--- src/rtl/uart_pkg.sv ---
// Definitions shared by the UART receiver and transmitter: FSM state encoding
// and default framing constants.
package uart_pkg;

    typedef enum logic [2:0] {
        UART_IDLE  = 3'd0,
        UART_START = 3'd1,
        UART_DATA  = 3'd2,
        UART_STOP  = 3'd3,
        UART_BREAK = 3'd4
    } uart_state_t;

    localparam int DEFAULT_CPB     = 434;
    localparam int UART_DATA_WIDTH = 8;

endpackage

--- src/rtl/sync_2ff.sv ---
// Two-flop synchroniser for a single asynchronous input.
// Both flops reset to RESET_VALUE, so the output matches the input's idle level out of reset.
module sync_2ff #(
    parameter logic RESET_VALUE = 1'b1
) (
    input  logic clk,
    input  logic rst,
    input  logic d,
    output logic q
);

    logic meta;

    always_ff @(posedge clk or posedge rst) begin
        if (rst) begin
            meta <= RESET_VALUE;
            q    <= RESET_VALUE;
        end else begin
            meta <= d;
            q    <= meta;
        end
    end

endmodule

--- src/rtl/uart_rx.sv ---
// 8N1 UART receiver: mid-bit start qualification, centre sampling of data and stop bits,
// a runtime bit period latched per frame, and a valid/ready output register.
module uart_rx
    import uart_pkg::*;
#(
    parameter int DATA_WIDTH = UART_DATA_WIDTH,
    parameter int CPB_WIDTH  = 13,
    parameter int MIN_CPB    = 4
) (
    input  logic                  clk,
    input  logic                  rst,
    input  logic                  rx_serial,
    input  logic [CPB_WIDTH-1:0]  clks_per_bit,
    output logic [DATA_WIDTH-1:0] rx_data,
    output logic                  rx_valid,
    input  logic                  rx_ready,
    output logic                  frame_err,
    output logic                  overrun,
    output logic                  busy
);

    localparam int IDX_WIDTH = (DATA_WIDTH > 1) ? $clog2(DATA_WIDTH) : 1;
    localparam logic [CPB_WIDTH-1:0] MIN_CPB_V = CPB_WIDTH'(MIN_CPB);
    localparam logic [IDX_WIDTH-1:0] LAST_IDX  = IDX_WIDTH'(DATA_WIDTH - 1);

    uart_state_t state;
    uart_state_t state_next;

    logic                  rx_s;
    logic [CPB_WIDTH-1:0]  cpb;
    logic [CPB_WIDTH-1:0]  cnt;
    logic [IDX_WIDTH-1:0]  bit_idx;
    logic [DATA_WIDTH-1:0] shift;
    logic                  half_hit;
    logic                  full_hit;

    logic capture;
    logic cnt_clr;
    logic cnt_inc;
    logic bit_clr;
    logic shift_en;
    logic stop_good;
    logic stop_fail;
    logic stop_ok;
    logic stop_bad;

    sync_2ff #(.RESET_VALUE(1'b1)) u_sync (
        .clk (clk),
        .rst (rst),
        .d   (rx_serial),
        .q   (rx_s)
    );

    assign half_hit = (cnt == ((cpb >> 1) - CPB_WIDTH'(1)));
    assign full_hit = (cnt == (cpb - CPB_WIDTH'(1)));

    always_ff @(posedge clk or posedge rst) begin
        if (rst) begin
            state <= UART_IDLE;
        end else begin
            state <= state_next;
        end
    end

    always_comb begin
        state_next = state;
        case (state)
            UART_IDLE:  if (!rx_s)    state_next = UART_START;
            UART_START: if (half_hit) state_next = rx_s ? UART_IDLE : UART_DATA;
            UART_DATA:  if (full_hit && (bit_idx == LAST_IDX)) state_next = UART_STOP;
            UART_STOP:  if (full_hit) state_next = rx_s ? UART_IDLE : UART_BREAK;
            UART_BREAK: if (rx_s)     state_next = UART_IDLE;
            default:                  state_next = UART_IDLE;
        endcase
    end

    always_comb begin
        busy      = (state != UART_IDLE);
        capture   = 1'b0;
        cnt_clr   = 1'b0;
        cnt_inc   = 1'b0;
        bit_clr   = 1'b0;
        shift_en  = 1'b0;
        stop_good = 1'b0;
        stop_fail = 1'b0;
        case (state)
            UART_IDLE: begin
                cnt_clr = 1'b1;
                capture = !rx_s;
            end
            UART_START: begin
                if (half_hit) begin
                    cnt_clr = 1'b1;
                    bit_clr = 1'b1;
                end else begin
                    cnt_inc = 1'b1;
                end
            end
            UART_DATA: begin
                if (full_hit) begin
                    cnt_clr  = 1'b1;
                    shift_en = 1'b1;
                end else begin
                    cnt_inc = 1'b1;
                end
            end
            UART_STOP: begin
                if (full_hit) begin
                    cnt_clr   = 1'b1;
                    stop_good = rx_s;
                    stop_fail = !rx_s;
                end else begin
                    cnt_inc = 1'b1;
                end
            end
            default: begin
            end
        endcase
    end

    // The bit period is latched once per frame so a mid-frame change cannot skew sampling.
    always_ff @(posedge clk or posedge rst) begin
        if (rst) begin
            cpb     <= MIN_CPB_V;
            cnt     <= '0;
            bit_idx <= '0;
            shift   <= '0;
        end else begin
            if (capture) begin
                cpb <= (clks_per_bit < MIN_CPB_V) ? MIN_CPB_V : clks_per_bit;
            end
            if (cnt_clr) begin
                cnt <= '0;
            end else if (cnt_inc) begin
                cnt <= cnt + CPB_WIDTH'(1);
            end
            if (bit_clr) begin
                bit_idx <= '0;
            end else if (shift_en) begin
                bit_idx <= bit_idx + IDX_WIDTH'(1);
            end
            if (shift_en) begin
                shift[bit_idx] <= rx_s;
            end
        end
    end

    always_ff @(posedge clk or posedge rst) begin
        if (rst) begin
            stop_ok  <= 1'b0;
            stop_bad <= 1'b0;
        end else begin
            stop_ok  <= stop_good;
            stop_bad <= stop_fail;
        end
    end

    // Handshake: a byte transfers on every edge where rx_valid and rx_ready are both high.
    // rx_data/rx_valid change only on delivery or transfer; rx_ready is ignored while rx_valid is low.
    always_ff @(posedge clk or posedge rst) begin
        if (rst) begin
            rx_data   <= '0;
            rx_valid  <= 1'b0;
            frame_err <= 1'b0;
            overrun   <= 1'b0;
        end else begin
            frame_err <= stop_bad;
            overrun   <= stop_ok && rx_valid && !rx_ready;
            if (stop_ok && (!rx_valid || rx_ready)) begin
                rx_data  <= shift;
                rx_valid <= 1'b1;
            end else if (rx_valid && rx_ready) begin
                rx_valid <= 1'b0;
            end
        end
    end

endmodule

--- config.mk ---
export PLATFORM = sky130hd
export DESIGN_NAME = uart_rx
export DESIGN_NICKNAME = d
export VERILOG_FILES = /design/src/rtl/uart_pkg.sv /design/src/rtl/sync_2ff.sv /design/src/rtl/uart_rx.sv
export SDC_FILE = /design/constraint.sdc
export NUM_CORES = 1
export LEC_CHECK = 0
export ABC_AREA = 1
export CORE_MARGIN = 2
export CORE_UTILIZATION = 35
export DETAILED_ROUTE_END_ITERATION = 8
export GPL_TIMING_DRIVEN = 0
export REMOVE_ABC_BUFFERS = 1
export SETUP_SLACK_MARGIN = 0.02
export SKIP_CTS_REPAIR_TIMING = 1
export SLEW_MARGIN = 25
export SYNTH_ARGS = -nofsm -noshare
export SYNTH_HDL_FRONTEND = slang
export SYNTH_SLANG_ARGS = --single-unit
--- constraint.sdc ---
create_clock -name clk -period 2.2 [get_ports clk]
set_clock_uncertainty 0.1 [all_clocks]
set_input_delay 0.22 -clock clk [delete_from_list [all_inputs] [get_ports clk]]
set_output_delay 0.22 -clock clk [all_outputs]
set_load 0.01 [all_outputs]
### Word level (Yosys, flattened, before mapping)

Cells that the tools add are included.

* memory bits (writable): 0
* bits of input ports: 17
* bits in read-only memories: 0
* latch bits: 0
* word-level logic and storage cells: 80
* bits in registers: 55
* memories kept: 0
* output and inout port bits: 12

* divide/modulo/power cells: 0
* $mul: 0
* shifts and indexed selects: 0
* equal/unequal tests: 12
* multiplexer cells: 31
* $add $sub $neg: 4
* order comparisons: 3
* reduce and logical (&&, ||, !) cells: 17
* bitwise gates (word level): 0

Operator list (count)
* $mux W13: 3
* $eq A13 B13 Y1: 2
* $mux W3: 8
* $pmux W3 S5: 1
* $mux W1: 14
* $add A13 B1 Y13 const B: 1
* $lt A13 B3 Y1 const B: 1
* $sub A12 B1 Y13 const B: 1
* $sub A13 B1 Y13 const B: 1
* $bwmux W8: 1
* $ne A2 B2 Y1 const B: 4
* $eq A3 B2 Y1 const B: 2
* $eq A3 B3 Y1 const B: 2
* $logic_and A1 B1 Y1: 6
* $reduce_bool A2 Y1: 3
* $reduce_and A5 Y1: 1
* $lt A3 B4 Y1 const B: 1
* $add A3 B1 Y3 const B: 1
* $demux W1 S3: 1
* $eq A3 B1 Y1 const B: 1
* $ge A3 B1 Y1 const B: 1
* $logic_not A1 Y1: 3
* $logic_not A3 Y1: 1
* $pmux W1 S3: 1
* 6 further kinds: 6

### Logic depth before layout (Yosys ltp)

Gate-level depths: netlist of run 1.

* word-level depth: 6
* gate-level depth with buffers: 18
* gate-level depth less buffers: 17

### Cells and area by module

Synthesis of run 1 repeated with hierarchy kept, for this count alone.

* cells, all modules: 549
* area, all modules: 3729.8 um^2

Modules (own cells, without submodules)
* uart_rx: area an instance 3673.5 um^2, instances 1, seq. area each 1327.5 um^2, cells an instance 546
* sync_2ff: area an instance 56.3 um^2, instances 1, seq. area each 52.6 um^2, cells an instance 3

### Worst setup path before layout of run 1

Ideal clock, no wire load.

* path kind: reg2reg
* from: register cpb[0]
* to: register shift[7]
* path slack: -0.022 ns
* arrival time: 2.005 ns
* buffers on the path: 1
* clock period less this slack: 2.222 ns
* required time: 1.984 ns
* library setup time: 0.116 ns
* stages on the path, launching flop included: 15
* cell sequence: dfrtp_1 clkinv_1 ha_1 nand2_1 nor2_1 nand3_1 xor2_1 nand4_1 nor2_1 nand3_2 inv_4 buf_8 nand2_2 nand2_1 nand2_1

* cells in the longest elaborated chain, start to end: 4

Ends and longest elaborated chain
* from (decl): RTL line uart_rx.sv:30 `logic [CPB_WIDTH-1:0] cpb;`
* from (signal assigned): RTL line uart_rx.sv:130 `cpb <= (clks_per_bit < MIN_CPB_V) ? MIN_CPB_V : clks_per_bit;`
* $sub A13 B1 Y13: RTL line uart_rx.sv:55 `assign full_hit = (cnt == (cpb - CPB_WIDTH'(1)));`
* $eq A13 B13 Y1: RTL line uart_rx.sv:55
* $mux W1: RTL line uart_rx.sv:100 `if (full_hit) begin`
* $mux W1: RTL line uart_rx.sv:86 `case (state)`
* to (signal, indexed assignment): RTL line uart_rx.sv:143 `shift[bit_idx] <= rx_s;`
* to (decl): RTL line uart_rx.sv:33 `logic [DATA_WIDTH-1:0] shift;`

Every way passes these cells.
A chain may end at the register's enable or synchronous reset.

### Final worst setup path of run 1

* from: register cpb[1]
* to: register cnt[2]

* cells in the longest elaborated chain, start to end: 5
* elaborated cells between the ends (all ways): 12
* those cells by class: 2 x add/sub; 2 x eq/ne; 7 x mux; 1 x reduce/logical

Ends and longest elaborated chain
* $sub A13 B1 Y13 / $sub A12 B1 Y13 (equally long branches): RTL line uart_rx.sv:55, uart_rx.sv:54
* $eq A13 B13 Y1, on equally long branches: RTL line uart_rx.sv:55, uart_rx.sv:54
* $mux W1, on equally long branches: RTL line uart_rx.sv:100, uart_rx.sv:108, uart_rx.sv:92
* $pmux W1 S3 / $pmux W1 S2 (equally long branches): RTL line uart_rx.sv:86
* $mux W13 / $reduce_bool A2 Y1 (equally long branches)
* to (signal assigned): RTL line uart_rx.sv:135 `cnt <= cnt + CPB_WIDTH'(1);`
* to (decl): RTL line uart_rx.sv:31 `logic [CPB_WIDTH-1:0] cnt;`

Parallel ways exist; a longest one is shown, timed or not.

==> results.md, run 1 <==
- Yosys top cell area share: 33.4%
- Top cells by area, synth: dfrtp_1 33%, nand2_1 20%, nand3_1 7.2%
- Crit share post-route: 104%
- Largest area contributor in the netlist: dfrtp_1
- Critical Setup Path Class: flop to flop
- Synthesis-stage register bit count: 55
- CP top delay family: simple AND/OR/NAND/NOR gates
- Maximum clock insertion buffer count: 2
- Antenna viol nets, final: 0
- Synth warn: 0
- DR vias: 3625
- Cell Area, Synth: 3890 sq um
- Gr ovfl total: 0
- Setup violators final: 13
- Leading register cell type out of synthesis: dfrtp_1
- Power share of the clock group: 13.6%
- Syn Area/Cell: 6.71 sq um
- Fin crit period: 2.29 ns
- Largest net degree at the start of global routing: 40
- Final WL: 9.75 mm
- Static leakage: 2.35 nW
- RSZ-0062 raised after global routing: true
- N_diodes: 0
- EDFF count, synth: 0
- Critical path depth in cells: 18
- Register area: 1390 sq um
- Critical path, cell by cell: inv_2, ha_4, inv_4, nor2_4, inv_2, nand2_1, nand2_1, inv_1, nand2_2, nor2_4, nand2_1, nor2_1, nand2_2, nor2_4, nor2_4, buf_12, nand3_1, nand2_1
- Achievable frequency: 437 MHz
- Setup crit start kind: flop
- CTS clock-pin slew for the worst setup and hold paths: 0.10 ns
- CP endpoint: cnt[2]$_DFFE_PP0P_
- Drt pass-1 iters: 4
- Antenna violations before repair: 0
- DRT iter0 DRCs: 201
- CP Capture Type: flop
- Failing checks: negative setup slack
- Gpl congestion: 0.928
- Max cap viols: 0
- Layout fillers: 1128
- Data required, critical path: 2.31 ns
- Most frequent cells after synthesis: 207 x nand2_1, 67 x inv_1, 66 x nor2_1, 56 x nand3_1, 52 x dfrtp_1
- Clock Sink Count: 55
- Comb power frac: 57.1%
- Chip Width: 109 um
- Sequential share of the synthesized area: 35.4%
- Final instance area: 4730 sq um
- Synth unique cells: 32
- Vias in the first global route: 3368
- Int Pwr: 2.68 mW
- Reg-to-Reg Start: cpb[1]$_DFFE_PP0P_
- DRC Markers: 0
- Die H: 109 um
- Outcome: finished with violations
- Htree depth: 2
- Crit path arrival time: 2.40 ns
- Share of cells above drive strength 1: 16.9%
- Multi-input gate area: 2340 sq um
- Total die area: 12000 sq um
- Vias per inst: 4.81
- DP Wirelength: 7.31 mm
- Final hold viol count: 0
- Rows: 38
- # IOs: 29
- Slew margin rel.: 68.7%
- Synthesis-to-finish area growth: 21.5%
- Setup ws final: -0.0868 ns
- Worst Path Max Fanout: 12
- CP peak stage delay: 0.41 ns
- Sw Share: 47.8%
- Final Hold Slack: 0.0745 ns
- Port Buffers: 28
- Worst setup startpoint: cpb[1]$_DFFE_PP0P_
- Post-place instance area: 4270 sq um
- Initial Util: 35.9%
- Post-synth ARST share: 100%
- CTS tree: built
- Buf/Inv on CP: 5
- R2R Setup Slk: -0.09 ns
- Post-DR wirelength/cell: 12.9 um
- PD cells: 1090 nW/um^2
- VDD IR max: 781 uV
- GRT Resource Usage Total: 16.6%
- Post-Syn Instances: 580
- Critical-path top delay cell: dfrtp_1
- Hold WC Path Type: primary input to asynchronous set/reset pin
- CTS Buf Count: 5
- Worst-Margin Slew: 0.466 ns
- Sw power: 2.45 mW
- Clk_lat worst skew: 0.32 ns
- Core Area: 10800 sq um
- Final nets: 635
- Power share of the sequential group: 29.3%
- Crit Reg-Reg Endpoint: cnt[2]$_DFFE_PP0P_
- First-pass GRT wire length: 15.7 mm
- Worst-case reg-to-reg path depth: 18
- Slew Viols, Final: 0
- Clock root buffer: clkbuf_8
- Tot Pwr: 5.14 mW
- Count leader, synth: nand2_1
## worst reg2reg max path, cell delays in order, from the launching register on
cell,delay [ns]
dfrtp_1,0.41
inv_2,0.13
ha_4,0.21
inv_4,0.05
nor2_4,0.11
inv_2,0.04
nand2_1,0.07
nand2_1,0.07
inv_1,0.07
nand2_2,0.06
nor2_4,0.14
nand2_1,0.07
nor2_1,0.12
nand2_2,0.10
nor2_4,0.14
nor2_4,0.05
buf_12,0.13
nand3_1,0.07
nand2_1,0.06
## registers in the layout, indices dropped and copies added, names as in the netlist, 3 cells and up
signal and count:
cnt 13, rx_data 8, bit_idx 3, shift 8, state 3, cpb 13
## placed cells by master, fill, tap and decap left out, drive strengths merged
cell and count:
nand4 9, nor4 3, xor2 23, nor3 8, a22oi 1, bufinv 1
nand3 58, mux2 8, nor2 76, clkinvlp 1, dfstp 3, xnor2 11
clkbuf 6, dfrtp 52, buf 15, or2 1, nand2 212, ha 5
nand3b 4, clkinv 1, xnor3 1, clkdlybuf4s50 28, o21ai 16, inv 71
## cells by family (layout without fill, tap and decap cells)
logic type | count (synthesis) | in the layout | share of synthesized area, %
compound gates | 17 | 17 | 2.25
xor+xnor | 35 | 35 | 8.23
fa+ha+maj | 5 | 5 | 1.61
buf+inv | 89 | 123 | 9.45
flops | 55 | 55 | 35.4
mux | 8 | 8 | 2.31
simple gates | 371 | 371 | 40.7
## power by group through the flow
stage,logic [mW],registers [mW],clock network [mW]
after global placement,2.24,1.49,0
final,2.93,1.51,0.699
after CTS,2.30,1.47,0.721
after global routing,3.28,1.54,0.766
after floorplan,1.77,1.42,0
after detailed placement,2.28,1.49,0
## final cells by class
cell class | count | share of cell area, %
inverters | 70 | 5.90
repair buffers | 43 | 8.84
flip-flops and latches | 55 | 29.4
well taps | 140 | 3.70
clock buffers | 6 | 1.53
clock inverters | 2 | 0.820
multi-input cells | 436 | 49.5
repair inverters | 2 | 0.317
## worst min path at each step
stage               cells past startpoint                from  slack, ns                    end
finish                                  2                 rst       0.07    frame_err$_DFF_PP0_
global route                            2                 rst       0.08    frame_err$_DFF_PP0_
CTS                                     2                 rst       0.08    frame_err$_DFF_PP0_
detailed placement                      0  stop_bad$_DFF_PP0_       0.25    frame_err$_DFF_PP0_
global placement                        0  stop_bad$_DFF_PP0_       0.23    frame_err$_DFF_PP0_
floorplan                               0           rx_serial       0.12  u_sync.meta$_DFF_PP1_
## per-layer routing
metal  up-vias  global-route usage (%)  routed length [um]
li1       1861                       -                   -
met1      1701                    22.1                4660
met2        50                    27.5                4720
met3        13                    2.90                 260
met4         0                    4.70                 110
met5         -                       0                   0
## through the flow
step           setup slack (ns)  utilization (%)  instances  TNS [ns]
2_1_floorplan            0.0349                -        561         0
3_3_place_gp             -0.615             39.2        729    -45.59
3_5_place_dp             -0.612             39.4        730    -15.97
4_1_cts                  -0.630             40.4        738    -16.66
5_1_grt                  -0.218             43.6        754     -3.95
6_report                -0.0868             43.6        754    -0.909
Power figures use the tool's default switching activity.
==> run 2, diff against run 1 <==
--- a/config.mk
+++ b/config.mk
@@ -7,11 +7,10 @@
 export LEC_CHECK = 0
 export ABC_AREA = 1
 export CORE_MARGIN = 2
-export CORE_UTILIZATION = 35
+export CORE_UTILIZATION = 30
 export DETAILED_ROUTE_END_ITERATION = 8
 export GPL_TIMING_DRIVEN = 0
 export REMOVE_ABC_BUFFERS = 1
-export SETUP_SLACK_MARGIN = 0.02
 export SKIP_CTS_REPAIR_TIMING = 1
 export SLEW_MARGIN = 25
 export SYNTH_ARGS = -nofsm -noshare
==> run 2 against run 1 <==
  * The flow still finishes with violations (negative setup slack)
  * Final cell count rose by 4.0%
  * Sequential share of layout area shrank 0.37 points
  * Core utilization decreased by 6.0 points
==> results.md, run 2 (synthesized netlist as in run 1, its figures left out) <==
- Outcome: finished with violations
- Failing checks: negative setup slack
- Hold WC Path Type: primary input to asynchronous set/reset pin
- Setup TNS: -1.41 ns
- Chip Width: 118 um
- Commonest cells after routing, fill and taps aside: 196 x nand2_1, 62 x inv_1, 53 x nor2_1, 52 x nand3_1, 48 x dfrtp_1
- PD cells: 1070 nW/um^2
- Post-DR wirelength/cell: 12.4 um
- Data required, critical path: 2.28 ns
- DP Wirelength: 7.24 mm
- Setup crit start kind: flop
- DRT iter0 DRCs: 231
- CTS Buf Count: 5
- Antenna viol nets, final: 0
- Final instance area: 4770 sq um
- Achievable frequency: 426 MHz
- Final nets: 633
- N_diodes: 0
- VDD IR max: 439 uV
- Largest net degree at the start of global routing: 44
- # IOs: 29
- Biggest regs: cnt: 13 flops, cpb: 13 flops
- RSZ-0062 raised after global routing: true
- Crit path arrival time: 2.43 ns
- Slew margin rel.: 69.4%
- Max cap viols: 0
- Maximum clock insertion buffer count: 2
- Crit share post-route: 107%
- Initial Util: 30.7%
- Vias per inst: 4.66
- Htree depth: 2
- Multi-input gate area: 2340 sq um
- Rows: 41
- Share of cells above drive strength 1: 15.8%
- DR vias: 3652
- CTS tree: built
- Layout Cells excl Fill: 784
- Setup ws final: -0.149 ns
- Post-Place Cells: 762
- Critical Setup Path Class: flop to flop
- Static leakage: 2.37 nW
- Antenna violations before repair: 0
- Fin crit period: 2.35 ns
- Core Area: 12700 sq um
- Layout fillers: 1361
- Port Buffers: 28
- Vias in the first global route: 3285
- Total die area: 13900 sq um
- Register area: 1390 sq um
- Finished Core Util: 37.7%
- Gr ovfl total: 0
- Worst Path Max Fanout: 6
- Die H: 118 um
- Clock root buffer: clkbuf_16
- Gpl congestion: 0.940
- Post-place instance area: 4320 sq um
- Worst-Margin Slew: 0.456 ns
- Synthesis-to-finish area growth: 22.6%
- CTS clock-pin slew for the worst setup and hold paths: 0.08 ns
- Drt pass-1 iters: 4
- Final hold viol count: 0
- DRC Markers: 0
- Final Hold Slack: 0.0850 ns
- Final WL: 9.75 mm
- Clk_lat worst skew: 0.30 ns
- Setup violators final: 16
- Commonest non-fill, non-tap cell in the layout: nand2_1
- Clock Sink Count: 55
- Slew Viols, Final: 0
- First-pass GRT wire length: 15.9 mm
- CP Capture Type: flop
- GRT Resource Usage Total: 14.0%
run 2: cell count changes in the layout (fill, tap and decap cells not counted), moves of 2 or more:
cell and delta:
buf_12 -2, buf_4 -2, clkbuf_16 +5, clkbuf_8 -5, dfrtp_1 +2, inv_6 -2
nor2_1 +2
run 2: layer usage:
layer	vias up	part of all wire [%]	GRT usage, %
li1	1860	-	-
met1	1721	47	18.9
met2	66	48	23.7
met3	5	3.6	1.94
met4	0	1.1	3.69
met5	-	0	0
run 2: worst paths after layout:
path / start / to / slack (ns) / depth (start not counted)
min in group clk: rx_serial / u_sync.meta$_DFF_PP1_ / 0.23 / 1
setup / recovery: cpb[0]$_DFFE_PP0P_ / cnt[6]$_DFFE_PP0P_ / -0.15 / 15
max in group asynchronous: rst / u_sync.q$_DFF_PP1_ / 1.41 / 3
hold / removal: rst / cpb[12]$_DFFE_PP0P_ / 0.09 / 2
setup reg to reg: cpb[0]$_DFFE_PP0P_ / cnt[6]$_DFFE_PP0P_ / -0.15 / 15
hold reg to reg: stop_bad$_DFF_PP0_ / frame_err$_DFF_PP0_ / 0.26 / 0
run 2: cell type report:
class / count / area share, %
Multi-Input combinational cell: 437 / 49.0
Timing Repair Buffer: 40 / 8.18
Timing Repair inverter: 2 / 0.236
Sequential cell: 55 / 29.0
Clock buffer: 5 / 2.62
Inverter: 70 / 5.85
Tap cell: 172 / 4.51
Clock inverter: 3 / 0.577
run 2: report_power, final:
| part | switching (mW) | internal (mW) | total, mW |
|---|---|---|---|
| combinational | 1.71 | 1.04 | 2.75 |
| sequential | 0.323 | 1.19 | 1.51 |
| clock | 0.409 | 0.434 | 0.842 |
| total | 2.44 | 2.66 | 5.10 |
run 2: metrics by stage:
step           power (mW)  setup slack, ns
2_1_floorplan        3.18           0.0349
3_3_place_gp         3.75           -0.732
3_5_place_dp         3.77           -0.691
4_1_cts              4.64           -0.725
5_1_grt              5.56           -0.315
6_report             5.11           -0.149
run 2: worst max-delay path, stage by stage (launching register included):
cell and delay, ns:
dfrtp_2 0.41, clkinvlp_4 0.14, ha_4 0.31, nor2_1 0.06, nor2_2 0.08, nand2_1 0.05
nor2_1 0.11, nand2_1 0.10, nor2_4 0.13, nand2_1 0.06, nor2_1 0.12, nand2_2 0.11
nor2_4 0.19, nor2_4 0.08, nand3_2 0.09, nand2_2 0.08
==> run 3, diff against run 2 <==
--- a/config.mk
+++ b/config.mk
@@ -16,3 +16,4 @@
 export SYNTH_ARGS = -nofsm -noshare
 export SYNTH_HDL_FRONTEND = slang
 export SYNTH_SLANG_ARGS = --single-unit
+export TNS_END_PERCENT = 30
==> run 3 against run 2 <==
  * The flow still finishes with violations (negative setup slack)
  * Register-to-register slack about the same
  * Sequential power is essentially flat
  * Combinational power down 1%
  * Non-clock buffer count is 3 lower
  * Final cell count is 0.38% lower
  * Routed wire length is 0.36% lower
  * Clock power hardly changed
  * Critical path depth is the same
  * Via count decreased by 0.19%
  * Fmax is 0.23% lower
  * Global-route usage did not move
==> results.md, run 3 (synthesized netlist as in run 1, its figures left out) <==
- Final instance area: 4730 sq um
- Reg-to-Reg Start: cpb[0]$_DFFE_PP0P_
- RSZ-0062 raised after global routing: true
- PD cells: 1070 nW/um^2
- Maximum clock insertion buffer count: 2
- Post-place instance area: 4320 sq um
- Outcome: finished with violations
- Clock root buffer: clkbuf_16
- VDD IR max: 437 uV
- Slew Viols, Final: 0
- CTS clock-pin slew for the worst setup and hold paths: 0.08 ns
- Antenna violations before repair: 0
- Achievable frequency: 425 MHz
- Initial Util: 30.7%
- Total die area: 13900 sq um
- DRT iter0 DRCs: 247
- GRT Resource Usage Total: 14.0%
- Setup violators final: 16
- Power share of the sequential group: 29.8%
- Hold WC Path Type: primary input to asynchronous set/reset pin
- Port Buffers: 28
- Static leakage: 2.34 nW
- Final nets: 630
- Chip Width: 118 um
- Finished Core Util: 37.3%
- CTS Buf Count: 5
- R2R Setup Slk: -0.15 ns
- Post-Place Setup Slack: -0.691 ns
- Data required, critical path: 2.29 ns
- Worst-Margin Slew: 0.487 ns
- N_diodes: 0
- DR vias: 3645
- Slew margin rel.: 67.5%
- Power share of the clock group: 16.7%
- Setup ws final: -0.154 ns
- Layout Cells excl Fill: 781
- Final Hold Slack: 0.0814 ns
- Crit path arrival time: 2.44 ns
- Fin crit period: 2.35 ns
- Clk_lat worst skew: 0.30 ns
- Largest net degree at the start of global routing: 44
- Sw power: 2.43 mW
- Post-Place Cells: 762
- Core Area: 12700 sq um
- Die H: 118 um
- Biggest regs: cnt: 13 flops, cpb: 13 flops
- # IOs: 29
- Worst Path Max Fanout: 6
- Commonest non-fill, non-tap cell in the layout: nand2_1
- Gpl congestion: 0.940
- Htree depth: 2
- Post-DR wirelength/cell: 12.4 um
- Drt pass-1 iters: 4
- Setup TNS: -1.36 ns
- CTS tree: built
- Sw Share: 48.0%
- Final hold viol count: 0
- Critical Setup Path Class: flop to flop
- Worst-case reg-to-reg path depth: 15
- DRC Markers: 0
- Rows: 41
- DP Wirelength: 7.24 mm
- Gr ovfl total: 0
- Synthesis-to-finish area growth: 21.4%
- Vias in the first global route: 3285
- Antenna viol nets, final: 0
- First-pass GRT wire length: 15.9 mm
- Comb power frac: 53.5%
- Final WL: 9.71 mm
- Failing checks: negative setup slack
- Int Pwr: 2.64 mW
- Setup crit start kind: flop
- Vias per inst: 4.67
- Commonest cells after routing, fill and taps aside: 202 x nand2_1, 62 x inv_1, 53 x nor2_1, 52 x nand3_1, 49 x dfrtp_1
- Clock Sink Count: 55
- Tot Pwr: 5.07 mW
- CP Capture Type: flop
- Share of cells above drive strength 1: 14.3%
- Crit share post-route: 107%
- Crit Reg-Reg Endpoint: cnt[6]$_DFFE_PP0P_
- Max cap viols: 0
## run 3: power by group through the flow
stage	Sequential, mW	Combinational, mW	Clock [mW]
after floorplan	1.42	1.77	0
after global placement	1.49	2.26	0
after detailed placement	1.49	2.28	0
after CTS	1.47	2.30	0.862
after global routing	1.55	3.08	0.896
final	1.51	2.71	0.844
## run 3: cell type report
type / count / area, sq um
sequential: 55 / 1380
inverter: 70 / 279
fill: 1365 / 7940
clock inverter: 3 / 27.5
clock buffer: 5 / 125
multi-input combinational: 437 / 2320
timing repair buffer: 37 / 368
tap: 172 / 215
timing repair inverter: 2 / 10.0
## run 3: worst max-delay path by stage
stage | startpoint | end | slack, ns | cells after the start
after global placement | state[2]$_DFFE_PP0P_ | cpb[2]$_DFFE_PP1P_ | -0.73 | 5
after detailed placement | cpb[0]$_DFFE_PP0P_ | cnt[6]$_DFFE_PP0P_ | -0.69 | 16
final | cpb[0]$_DFFE_PP0P_ | cnt[6]$_DFFE_PP0P_ | -0.15 | 15
after CTS | cpb[0]$_DFFE_PP0P_ | cnt[6]$_DFFE_PP0P_ | -0.73 | 16
after global routing | cpb[1]$_DFFE_PP0P_ | cnt[6]$_DFFE_PP0P_ | -0.32 | 17
after floorplan | cpb[0]$_DFFE_PP0P_ | shift[0]$_DFFE_PP0P_ | 0.03 | 13
## run 3: critical path, stage by stage, from the launching register on
cell,delay (ns)
dfrtp_2,0.41
clkinvlp_4,0.14
ha_4,0.31
nor2_1,0.06
nor2_2,0.08
nand2_1,0.05
nor2_1,0.10
nand2_1,0.10
nor2_4,0.14
nand2_1,0.06
nor2_1,0.12
nand2_2,0.11
nor2_4,0.19
nor2_4,0.08
nand3_2,0.09
nand2_2,0.08
## run 3: per-layer routing
metal	track usage, %	vias to the layer above	wire length [um]
met1	18.9	1718	4580
met3	1.94	5	377
met4	3.69	0	109
met2	23.7	66	4650
li1	-	1856	-
met5	0	-	0
